[src/rtl/main_driver.sv]
// main_driver: host-to-engine request/response sequencer; clk, rst (async active-low), host req_valid/req_ready/req_x/req_on, engine x/on/start out and y/s/b/active/regime in, host rsp_valid/rsp_ready/rsp_y/rsp_s/rsp_regime/rsp_err, done_cnt; MAIN_DRIVER_TIMEOUT_EN adds a TIMEOUT_CYCLES busy-wait limit
module main_driver #(
  parameter int TIMEOUT_CYCLES = 255
) (
  input  logic       clk,
  input  logic       rst,
  input  logic       req_valid,
  output logic       req_ready,
  input  logic [7:0] req_x,
  input  logic [1:0] req_on,
  output logic [7:0] x,
  output logic [1:0] on,
  output logic       start,
  input  logic [7:0] y,
  input  logic [2:0] s,
  input  logic       b,
  input  logic       active,
  input  logic [1:0] regime,
  output logic       rsp_valid,
  input  logic       rsp_ready,
  output logic [7:0] rsp_y,
  output logic [2:0] rsp_s,
  output logic [1:0] rsp_regime,
  output logic       rsp_err,
  output logic [7:0] done_cnt
);
  typedef enum logic [2:0] {IDLE, LAUNCH, WAIT_ACK, WAIT_DONE, RESP} state_t;
  state_t state, state_n;
  logic ack, ack_n, cap, tmo;
  logic unused_ok;
  assign unused_ok = active ^ (TIMEOUT_CYCLES == 0);
`ifdef MAIN_DRIVER_TIMEOUT_EN
  localparam logic [7:0] TLIM = 8'(TIMEOUT_CYCLES);
  logic [7:0] tcnt;
`endif
  always_comb begin
    state_n = state;
    ack_n = 1'b0;
    cap = 1'b0;
    tmo = 1'b0;
    case (state)
      IDLE: state_n = (req_valid && req_ready) ? LAUNCH : IDLE;
      LAUNCH: state_n = WAIT_ACK;
      WAIT_ACK: begin
        cap = !b && ack;
        ack_n = !b;
        state_n = b ? WAIT_DONE : cap ? RESP : WAIT_ACK;
      end
      WAIT_DONE: begin
        cap = !b;
        state_n = b ? WAIT_DONE : RESP;
      end
      RESP: state_n = rsp_ready ? IDLE : RESP;
      default: state_n = IDLE;
    endcase
`ifdef MAIN_DRIVER_TIMEOUT_EN
    tmo = (state == WAIT_ACK || state == WAIT_DONE) && !cap && (tcnt + 8'd1 == TLIM);
    state_n = tmo ? RESP : state_n;
`endif
  end
  always_ff @(posedge clk or negedge rst)
    if (!rst) begin
      state <= IDLE;
      ack <= 1'b0;
      req_ready <= 1'b0;
      start <= 1'b0;
      rsp_valid <= 1'b0;
      x <= '0;
      on <= '0;
      rsp_y <= '0;
      rsp_s <= '0;
      rsp_regime <= '0;
      done_cnt <= '0;
    end else begin
      state <= state_n;
      ack <= ack_n;
      req_ready <= state_n == IDLE;
      start <= state_n == LAUNCH;
      rsp_valid <= state_n == RESP;
      if (req_valid && req_ready) begin
        x <= req_x;
        on <= req_on;
      end
      if (cap || tmo) begin
        rsp_y <= tmo ? '0 : y;
        rsp_s <= tmo ? '0 : s;
        rsp_regime <= tmo ? '0 : regime;
      end
      if (rsp_valid && rsp_ready) done_cnt <= done_cnt + 8'd1;
    end
`ifdef MAIN_DRIVER_TIMEOUT_EN
  always_ff @(posedge clk or negedge rst)
    if (!rst) begin
      tcnt <= '0;
      rsp_err <= 1'b0;
    end else begin
      tcnt <= (state == WAIT_ACK || state == WAIT_DONE) ? tcnt + 8'd1 : 8'd0;
      if (cap || tmo) rsp_err <= tmo;
    end
`else
  assign rsp_err = 1'b0;
`endif
endmodule

[config.mk]
export PLATFORM = sky130hd
export DESIGN_NAME = main_driver
export DESIGN_NICKNAME = d
export VERILOG_FILES = /design/src/rtl/main_driver.sv
export SDC_FILE = /design/constraint.sdc
export NUM_CORES = 1
export LEC_CHECK = 0
export ABC_AREA = 1
export BUFFER_PORTS_ARGS = -buffer_cell sky130_fd_sc_hd__clkbuf_2
export CORE_MARGIN = 4
export CORE_UTILIZATION = 45
export DETAILED_ROUTE_END_ITERATION = 12
export HOLD_SLACK_MARGIN = 0.05
export PLACE_DENSITY = 0.81
export SETUP_SLACK_MARGIN = 0.5
export SLEW_MARGIN = 20
export SYNTH_ARGS = -nofsm -noshare
export SYNTH_HDL_FRONTEND = slang
export SYNTH_SLANG_ARGS = --single-unit
[constraint.sdc]
create_clock -name clk -period 2.5 [get_ports clk]
set_input_delay 0 -clock clk [delete_from_list [all_inputs] [get_ports clk]]
set_output_delay 0 -clock clk [all_outputs]
set_load 0.02 [all_outputs]
# Word-level counts from Yosys, hierarchy flattened

Cells that the tools add are included.
W data, S select, Z words.

Bits in registers: 38
Output and inout bits: 35
Logic and storage cells: 32
Input port bits: 29

Reductions and logical operators: 6
Multiplexer cells: 8
Equal/unequal tests: 6
$add $sub $neg: 1

Operators with widths:

| cell                  | number |
|---|---|
| $pmux W3 S5           | 1 |
| $mux W3               | 4 |
| $add A8 B1 Y8 const B | 1 |
| $eq A3 B1 Y1 const B  | 2 |
| $eq A3 B2 Y1 const B  | 2 |
| $eq A3 B3 Y1 const B  | 2 |
| $logic_not A3 Y1      | 2 |
| $logic_and A1 B1 Y1   | 3 |
| $mux W1               | 2 |
| $pmux W1 S2           | 1 |
| $logic_not A1 Y1      | 1 |

# Depth between registers and ports, before layout

Depth in word-level cells: 6
Gate-level depth with buffers: 7
Depth with buffers taken out: 7

# Least setup slack after synthesis

Ideal clock, no wire load.

Kind: reg-to-reg
Start: register done_cnt[0]
End: register done_cnt[6]
Buffers on the path: 0
Cell stages (with the launch flop): 7
Data required time: 2.387 ns
Setup slack: 1.239 ns
Data arrival time: 1.148 ns
Period minus slack after synthesis: 1.261 ns
Library setup time: 0.113 ns
Cell sequence: dfrtp_1 ha_1 inv_1 nor3_1 nand3_1 nand2_1 inv_1

Cells in the longest elaborated chain, start to end: 1

RTL lines:

| item                   | RTL line | source |
|---|---|---|
| from (decl)            | 25       | `output logic [7:0] done_cnt` |
| from (signal assigned) | 89       | `if (rsp_valid && rsp_ready) done_cnt <= done_cnt + 8'd1;` |
| $add A8 B1 Y8          | 89       |  |

Every way passes these cells.
A chain may end at the register's enable or synchronous reset.

# Worst setup path after layout

Start: register state[0]
End: register rsp_y[5]

Cells in the longest elaborated chain, start to end: 2
Elaborated cells on any way between the ends: 3
Classes of those cells: eq/ne: 2; mux: 1

RTL lines:

| item                   | RTL line | source |
|---|---|---|
| from (decl)            | 28       | `state_t state, state_n;` |
| from (signal assigned) | 75       | `state <= state_n;` |
| $eq A3 B2 Y1           | 41       | `case (state)` |
| $pmux W1 S2 *          | 41       |  |
| to (signal assigned)   | 85       | `rsp_y <= tmo ? '0 : y;` |
| to (decl)              | 21       | `output logic [7:0] rsp_y,` |

Every way passes the cells marked *; elsewhere a longest branch is shown, timed or not.

==> results.json <==
{
  "final.setup_skew_ns": 0.004307,
  "cap_violations": 0,
  "worst_ep_required_time_ns": 2.71,
  "run_status": "finished, final reports clean",
  "area_post_placement_sq_um": 1994,
  "critical_path_arrival_ns": 1.69,
  "dieArea_sq_um": 4747,
  "timing.critical_path.from_type": "flop",
  "layout-drive-gt1-share_pct": 30.91,
  "die_x_um": 68.90,
  "tritoncts.num_buffers": 5,
  "criticalPathCategory": "reg -> reg",
  "core_area_sq_um": 3468,
  "netlist.top_cell.by_area": "sky130_fd_sc_hd__dfrtp_1",
  "finalHoldWorstSlack_ns": 0.08001,
  "timing.critical_path.slowest_cell_delay_ns": 0.70,
  "syn_to_final_growth_pct": 40.18,
  "cts.reportedPaths.clkPinSlew_ns": 0.07,
  "leakage_uw": 0.001364,
  "cts-resized-gates": 0,
  "filler_free_cell_count_of_the_finished_design": 321,
  "num-nets-final": 304,
  "power_density_nw_per_um2": 1079,
  "first_iter_violations": 37,
  "hpwlAfterDp_um": 2465,
  "synth.top_cells.by_area": "sky130_fd_sc_hd__dfrtp_1 57%, sky130_fd_sc_hd__nand2_1 15%, sky130_fd_sc_hd__inv_1 7.0%, sky130_fd_sc_hd__o21ai_2 6.8%, sky130_fd_sc_hd__nor2_1 2.5%",
  "clockPowerShare_pct": 17.0,
  "power_switching_share_pct": 42.55,
  "synth_nets": 216,
  "synth_top_area_share_pct": 56.97,
  "h-tree-depth": 2,
  "rsz_0062_raised_after_global_routing": "no",
  "crit_path_cell_trace": "o211ai_4 -> nand2_1 -> o21ai_2",
  "route.detailed.vias_per_inst": 4.492,
  "crit_slowest_cell": "sky130_fd_sc_hd__o211ai_4",
  "routed-via-count": 1442,
  "count_of_mapped_cells_out_of_synthesis": 186,
  "pin_count_of_the_biggest_net_entering_global_routing": 39,
  "synth.yosys.warnings": 0,
  "antenna_found_initial": 0,
  "timing.final.crit_period_ns": 1.479,
  "slew_headroom_pct": 39.91,
  "totalNegativeSetupSlack_ns": 0,
  "crit_path_max_fanout": 26,
  "totalWireLength_um": 3667,
  "seq_area_frac_synth_pct": 56.97,
  "finalMaxSlewViolations": 0,
  "total_internal_power_uw": 1451,
  "finalSetupViolCount": 0,
  "ir_drop_uv": 648.6,
  "critical-path-top-delay-family": "compound AO/OA/AOI/OAI gates",
  "num-fill-cells": 273,
  "clock_tree.buffer_depth": 2,
  "worst_setup_path_end_kind": "flop",
  "combinationalPowerShare_pct": 41.7,
  "clock_insertion_delay_worst_skew_ns": 0.28,
  "grt_first_pass_wirelength_um": 6396,
  "timing.hold.worst.class": "in -> reg",
  "final_min_period_over_clock_period_pct": 59.16,
  "grt_pass1_vias": 1472,
  "io-pin-count": 64,
  "fmax_mhz": 676.1,
  "clock-root-buffer": "sky130_fd_sc_hd__clkbuf_8",
  "postCtsSetupBuffers": 0,
  "worst-path-buf-inv": 0,
  "seq_power_share_pct": 41.3,
  "detail-route-antenna-nets": 0,
  "fp.dieH_um": 68.90,
  "final-seq-area_sq_um": 950.9,
  "route.detailed.wl_per_inst_um": 11.42,
  "synth-seq-cells": 38,
  "initial_utilization_pct": 48.12,
  "synth.avg_cell_area_sq_um": 8.974,
  "route.detailed.drc": 0,
  "grtUsageTotal_pct": 18.13,
  "final_design_area_no_fill_sq_um": 2340,
  "globalRouteOverflowTotal": 0,
  "p_sw_uw": 1075,
  "portBuffers": 61,
  "cts_tree": "built",
  "max_slew.worst_pin.slew_ns": 0.9013,
  "cts-hold-fix-buffers": 25,
  "synth_cell_types": 19,
  "rows": 21,
  "synth.cell_area_sq_um": 1669,
  "numClockSinks": 38,
  "area_of_the_multi_input_gates_sq_um": 560.5,
  "antenna_cells": 0,
  "gpl.final_weighted_congestion": 0.6831,
  "detail_route.first_pass.iterations": 4,
  "post-place-cells": 288,
  "timing_hold_violations_final": 0
}
==> cell usage after synthesis <==
| cell | instances |
|---|---|
| sky130_fd_sc_hd__buf_4 | 1 |
| sky130_fd_sc_hd__buf_6 | 2 |
| sky130_fd_sc_hd__clkbuf_1 | 2 |
| sky130_fd_sc_hd__conb_1 | 1 |
| sky130_fd_sc_hd__dfrtp_1 | 38 |
| sky130_fd_sc_hd__ha_1 | 1 |
| sky130_fd_sc_hd__inv_1 | 31 |
| sky130_fd_sc_hd__inv_2 | 1 |
| sky130_fd_sc_hd__nand2_1 | 65 |
| sky130_fd_sc_hd__nand3_1 | 7 |
| sky130_fd_sc_hd__nand3b_1 | 2 |
| sky130_fd_sc_hd__nand4_1 | 4 |
| sky130_fd_sc_hd__nor2_1 | 11 |
| sky130_fd_sc_hd__nor2_4 | 1 |
| sky130_fd_sc_hd__nor3_1 | 1 |
| sky130_fd_sc_hd__nor4_1 | 1 |
| sky130_fd_sc_hd__o211ai_4 | 1 |
| sky130_fd_sc_hd__o21ai_2 | 13 |
| sky130_fd_sc_hd__xor2_1 | 3 |
==> layer usage <==
metal	share of wire (%)	track usage [%]	vias to the layer above
li1	-	-	735
met1	43	21.51	659
met2	50	31.19	43
met3	6.9	6.645	5
met4	0.71	4.380	0
met5	0	0	-
==> stage by stage <==
step	total power (uW)	worst slack, ns	utilization [%]
2_1_floorplan	1746	1.239	-
3_3_place_gp	2044	1.044	57.50
3_5_place_dp	2080	1.006	57.50
4_1_cts	2547	0.9971	67.46
5_1_grt	2724	0.8602	67.46
6_report	2525	1.021	67.46
==> registers in the layout (all words and copies together), names as in the netlist <==
| register | count |
|---|---|
| state | 3 |
| rsp_regime | 2 |
| rsp_valid | 1 |
| rsp_s | 3 |
| done_cnt | 8 |
| on | 2 |
| ack | 1 |
| x | 8 |
| start | 1 |
| rsp_y | 8 |
| req_ready | 1 |
==> cell type report <==
type                            instances  area share [%]
Sequential cell                        38           40.64
Multi-Input combinational cell        111           23.96
Tap cell                               46           2.460
Clock buffer                            6           3.529
Clock inverter                          2          0.5348
Inverter                               32           5.134
Timing Repair Buffer                   86           23.74
==> power groups by stage <==
stage | clock network (uW) | registers (uW) | logic (uW)
2_1_floorplan | 0 | 1290 | 458
5_1_grt | 471 | 1070 | 1180
6_report | 430 | 1040 | 1050
3_3_place_gp | 0 | 1040 | 1000
4_1_cts | 443 | 1040 | 1070
3_5_place_dp | 0 | 1040 | 1040
==> tightest hold or removal path, stage by stage <==
cell	delay, ns
sky130_fd_sc_hd__clkbuf_2	0.11
sky130_fd_sc_hd__nand3b_1	0.12
sky130_fd_sc_hd__nand3_1	0.08
==> final timing paths <==
kind	start	to	slack [ns]	depth (start not counted)
max	state[0]	rsp_y[5]	1.02	3
min	rsp_ready	rsp_valid	0.08	3
max reg2reg	state[0]	rsp_y[5]	1.02	3
min reg2reg	rsp_s[1]	rsp_s[1]	0.48	2
max in group asynchronous	rst	state[0]	1.56	2
min in group asynchronous	rst	done_cnt[0]	0.38	2
==> cell families (layout without fill, tap and decap cells) <==
logic type               after synthesis  in the layout  synth area share [%]
flip-flops                            38             38                 56.97
adder cells (fa/ha/maj)                1              1                0.7495
buffers and inverters                 37            126                 9.445
AO/OA/AOI/OAI                         14             14                 8.096
XOR/XNOR                               3              3                 1.575
other                                  1              1                0.2247
AND/OR/NAND/NOR                       92             92                 22.94
==> placed cells by master (no fill, tap or decap) <==
cell and n:
sky130_fd_sc_hd__nand2_1 65, sky130_fd_sc_hd__clkbuf_2 61, sky130_fd_sc_hd__dfrtp_1 38, sky130_fd_sc_hd__inv_1 31, sky130_fd_sc_hd__dlygate4sd3_1 25, sky130_fd_sc_hd__o21ai_2 13
sky130_fd_sc_hd__nor2_1 11, sky130_fd_sc_hd__nand3_1 7, sky130_fd_sc_hd__clkbuf_8 6, sky130_fd_sc_hd__nand4_1 4, sky130_fd_sc_hd__xor2_1 3, sky130_fd_sc_hd__nand3b_1 2
sky130_fd_sc_hd__inv_2 1, sky130_fd_sc_hd__nor2_4 1, sky130_fd_sc_hd__nor4_1 1, sky130_fd_sc_hd__o211ai_4 1, sky130_fd_sc_hd__nor3_1 1, sky130_fd_sc_hd__ha_1 1
sky130_fd_sc_hd__conb_1 1, sky130_fd_sc_hd__clkinvlp_4 1, sky130_fd_sc_hd__clkinv_2 1
(Power assumes the default switching activity.)
